--- config.mk ---
export PLATFORM = sky130hd
export DESIGN_NAME = serial_subtractor
export DESIGN_NICKNAME = d
export VERILOG_FILES = /design/src/rtl/serial_subtractor.sv
export SDC_FILE = /design/constraint.sdc
export NUM_CORES = 1
export LEC_CHECK = 0
export CORE_MARGIN = 1.5
export CORE_UTILIZATION = 30
export CTS_BUF_LIST = sky130_fd_sc_hd__clkbuf_2
export CTS_CLUSTER_DIAMETER = 120
export DETAILED_ROUTE_END_ITERATION = 16
export GPL_TIMING_DRIVEN = 0
export HOLD_SLACK_MARGIN = 0.08
export SLEW_MARGIN = 5
export SYNTH_ARGS = -nofsm -noshare
export SYNTH_HDL_FRONTEND = slang
export SYNTH_SLANG_ARGS = --single-unit
export TNS_END_PERCENT = 20
--- constraint.sdc ---
create_clock -name clk -period 1.87 [get_ports clk]
set_clock_uncertainty 0.1 [all_clocks]
set_input_delay 0.374 -clock clk [delete_from_list [all_inputs] [get_ports clk]]
set_output_delay 0.374 -clock clk [all_outputs]
set_load 0.05 [all_outputs]
--- src/rtl/serial_subtractor.sv ---
// Bit-serial subtractor: diff = a - b - bin, LSB first, one bit per clock through one full-subtractor cell.
// Latency WIDTH clocks from acceptance to out_valid; holds the result in DONE until out_ready, no same-cycle re-accept.
module serial_subtractor #(
  parameter int WIDTH = 8
) (
  input  logic             clk,
  input  logic             rst,
  input  logic             in_valid,
  output logic             in_ready,
  input  logic [WIDTH-1:0] a,
  input  logic [WIDTH-1:0] b,
  input  logic             bin,
  output logic             out_valid,
  input  logic             out_ready,
  output logic [WIDTH-1:0] diff,
  output logic             bout,
  output logic             overflow
);

  localparam int CW = $clog2(WIDTH + 1);
  localparam logic [CW-1:0] LAST = CW'(WIDTH - 1);

  typedef enum logic [1:0] {IDLE, SHIFT, DONE} state_t;

  state_t           state, state_nxt;
  logic [WIDTH-1:0] sh_a, sh_b, result, result_nxt, d_vec;
  logic [CW-1:0]    count;
  logic             borrow, borrow_nxt, d, a_msb, b_msb, accept, last_bit;

  // One full-subtractor cell; new bit enters the result register at the MSB end.
  always_comb begin
    d          = sh_a[0] ^ sh_b[0] ^ borrow;
    borrow_nxt = (~sh_a[0] & sh_b[0]) | (~(sh_a[0] ^ sh_b[0]) & borrow);
    d_vec      = '0;
    d_vec[WIDTH-1] = d;
    result_nxt = (result >> 1) | d_vec;
    last_bit   = (count == LAST);
  end

  always_ff @(posedge clk or posedge rst) begin
    if (rst) state <= IDLE;
    else     state <= state_nxt;
  end

  always_comb begin
    state_nxt = state;
    in_ready  = 1'b0;
    out_valid = 1'b0;
    case (state)
      IDLE: begin
        in_ready = ~rst;
        if (in_valid && !rst) state_nxt = SHIFT;
      end
      SHIFT: begin
        if (last_bit) state_nxt = DONE;
      end
      DONE: begin
        out_valid = 1'b1;
        if (out_ready) state_nxt = IDLE;
      end
      default: state_nxt = IDLE;
    endcase
  end

  assign accept = in_valid & in_ready;

  always_ff @(posedge clk or posedge rst) begin
    if (rst) begin
      sh_a     <= '0;
      sh_b     <= '0;
      result   <= '0;
      count    <= '0;
      borrow   <= 1'b0;
      a_msb    <= 1'b0;
      b_msb    <= 1'b0;
      diff     <= '0;
      bout     <= 1'b0;
      overflow <= 1'b0;
    end else if (accept) begin
      sh_a   <= a;
      sh_b   <= b;
      borrow <= bin;
      count  <= '0;
      a_msb  <= a[WIDTH-1];
      b_msb  <= b[WIDTH-1];
    end else if (state == SHIFT) begin
      sh_a   <= sh_a >> 1;
      sh_b   <= sh_b >> 1;
      result <= result_nxt;
      borrow <= borrow_nxt;
      if (last_bit) begin
        // On the final edge d is the result MSB, so signed overflow is decided here.
        diff     <= result_nxt;
        bout     <= borrow_nxt;
        overflow <= (a_msb ^ b_msb) & (d ^ a_msb);
      end else begin
        count <= count + CW'(1);
      end
    end
  end

endmodule

==> impl_metrics.ini <==
[timing]
finalSetupTns_ps = 0
setup_viol = 0
final_hold_viol_count = 0
clock.fmax_ghz = 0.559
fin_crit_ps = 1790
final-max-slew-violation-count = 0
max_slew_margin_pct = 66.3
worst_slew_pin_slew_ps = 505
rsz0062_at_grt = false
fin_crit_sh_pct = 95.7

[logic_synthesis]
synthCells = 168
synthXorXnorAreaFrac_pct = 0
synth_area_per_cell_um2 = 11.1
synth-compound-area-share_pct = 11.6
syn-cell-area_mm2 = 0.00186
ys_ff_latch = 42
synth_nets = 191
yosys-mux-area-fraction_pct = 5.46
synth_top_family_by_area = simple AND/OR/NAND/NOR gates
synth_ff_type = dfrtp_1
ys_warn_count = 0
ys_seq_area_share_pct = 56.6
async_reset_ff_share_pct = 100
yosysUniqueCellTypes = 34
synth_edf_count = 0
synth_fa_ha_area_share_pct = 1.75
synthSimpleGateAreaFrac_pct = 20.1

[worst_setup_path]
endpoint_kind = primary output
arrival_ps = 1320
worstPathMaxFanout = 2
start_kind = register
crit_family = buffers and inverters
path_buf_inv = 1
path_cells = dlygate4sd2_1
slowest_delay_ps = 530
cp_slowest_cell = dlygate4sd2_1
crit_type = register to primary output
required_ps = 1400

[placed_design]
hpwl_um = 2690
gp_congestion = 0.767
port_buffers = 32
dpl_cell_area_mm2 = 0.00230

[min_path]
hp-class = primary input to asynchronous set/reset pin

[drt]
drc = 0
vias = 1362
initialDrtViolationCount = 40
final_antenna_net_count = 0
drt_pass1_iterations = 4
drt_wl_total_um = 3730
wl_per_cell_um = 13.1
via_per_inst = 4.80

[global_routing]
gr-total-overflow = 0
top_usage_layer = met2
first_global_vias = 1333
grt_pass1_wl_um = 6490
grt_use_met3_pct = 3.89
met1_usage_pct = 18.5
gr-usage-met2_pct = 18.6
grt_max_degree = 23
track_usage_pct = 12.8
antenna_found_initial = 0

[clocking]
clock_latency_ps = 400
clk_pin_slew_ps = 210
post-cts-setup-buffers = 0
cts_max_level = 2
cts-root-buf = clkbuf_2
hold_buffers = 0
cts_buffers = 5
cts_tree = built
clock_sinks = 42
clockBufferDepth = 2

[layout]
antenna_cells = 0
fillCellCount = 615
final_area_mm2 = 0.00234
area_growth_pct = 26.2
drive_gt1_share_pct = 20.1
num-nets-final = 231

[pwr]
p_per_area_mw_per_mm2 = 1550
ir_drop_v = 0.000512
p_leak_uw = 0.00113

[floorplan]
num_rows = 28
die_area_mm2 = 0.00667
dieWidth_um = 81.7
initial_utilization_pct = 31.2
die_h_um = 81.7
pin_count = 33
fp.coreArea_mm2 = 0.00596

[outcome]
run_status = finished, final reports clean

[flow_run]
drv_cap = 0
area by class of cell:
class,instances,area [µm²],area share [%]
buffer,11,72.6,3.10
clock buffer,6,30.0,1.28
clock inverter,2,8.76,0.374
inverter,4,15.0,0.641
multi-input combinational,111,733,31.3
sequential,42,1050,45.0
tap,75,93.8,4.00
timing repair buffer,33,337,14.4
where the power goes:
part | switching [µW] | internal, µW
clock network | 284 | 92.0
logic | 1060 | 658
registers | 253 | 1290
kinds of logic (layout without fill, tap and decap cells):
logic type / Yosys count / in the layout
compound gates: 29 / 29
fa+ha+maj: 2 / 2
buf+inv: 15 / 56
flops: 42 / 42
mux: 9 / 9
simple gates: 71 / 71
final timing paths:
path / startpoint / end / slack, ps / depth (start not counted)
worst min-delay path: rst / sh_b[0] / 300 / 2
worst max-delay path: diff[6] / diff[6] / 80 / 1
max in group asynchronous: rst / count[3] / 900 / 3
worst max register to register: state[1] / diff[7] / 160 / 5
worst min register to register: result[1] / result[1] / 410 / 2
min in group clk: result[1] / result[1] / 410 / 2
synthesized netlist by cell type (2+ instances only):
| master | instances | area [µm²] |
|---|---|---|
| dfrtp_1 | 42 | 1050 |
| nand2_1 | 40 | 150 |
| a22oi_1 | 12 | 90.1 |
| mux2_2 | 9 | 101 |
| buf_2 | 7 | 35.0 |
| nand3_1 | 7 | 35.0 |
| nand3_2 | 7 | 70.1 |
| inv_1 | 4 | 15.0 |
| a22o_1 | 3 | 26.3 |
| nor2_1 | 3 | 11.3 |
| o21ai_0 | 3 | 15.0 |
| a21o_1 | 2 | 15.0 |
| a21oi_1 | 2 | 10.0 |
| a221o_1 | 2 | 20.0 |
| buf_4 | 2 | 15.0 |
| nand2b_1 | 2 | 12.5 |
| nand3b_1 | 2 | 15.0 |
| nor2b_1 | 2 | 12.5 |
| nor3_1 | 2 | 10.0 |
routing by layer:
metal  share of wire (%)  vias to the layer above
met5                   0                        -
met4                 1.2                        0
met3                 4.8                        5
met2                  43                       25
met1                  51                      667
li1                    -                      665
through the flow:
step	util [%]	hold WS [ps]	instances	worst slack, ps	total power [µW]
2_1_floorplan	-	340	168	227	2800
4_1_cts	38.9	310	284	5.28	3650
3_3_place_gp	38.2	360	275	-635	3300
3_5_place_dp	38.7	370	276	-428	3340
6_report	39.3	302	284	79.6	3640
5_1_grt	39.3	340	284	2.34	3940
sequential cells by signal, indices dropped and copies added (netlist names):
signal and flops:
diff 8, a_msb 1, state 2, sh_a 8, sh_b 8, borrow 1, b_msb 1, count 4
overflow 1, bout 1, result 7
cells in the final DEF, fill, tap and decap left out, types with 3 or more instances in the layout:
cell,instances
a22oi_1,12
nand3_1,7
mux2_2,9
a22o_1,3
nand2_1,40
clkdlybuf4s15_1,5
buf_4,3
clkbuf_2,6
inv_1,3
buf_2,7
nor2_1,3
dlygate4sd2_1,5
nand3_2,7
o21ai_0,3
dfrtp_1,40
clkdlybuf4s50_1,20
repair_timing:
| action | CTS | global route |
|---|---|---|
| hold endpoints to repair | 0 | 0 |
| endpoints found under the setup margin | 12 | 15 |
| resized for setup | 20 | 13 |
Note: power is estimated with default switching activity, not from simulation.
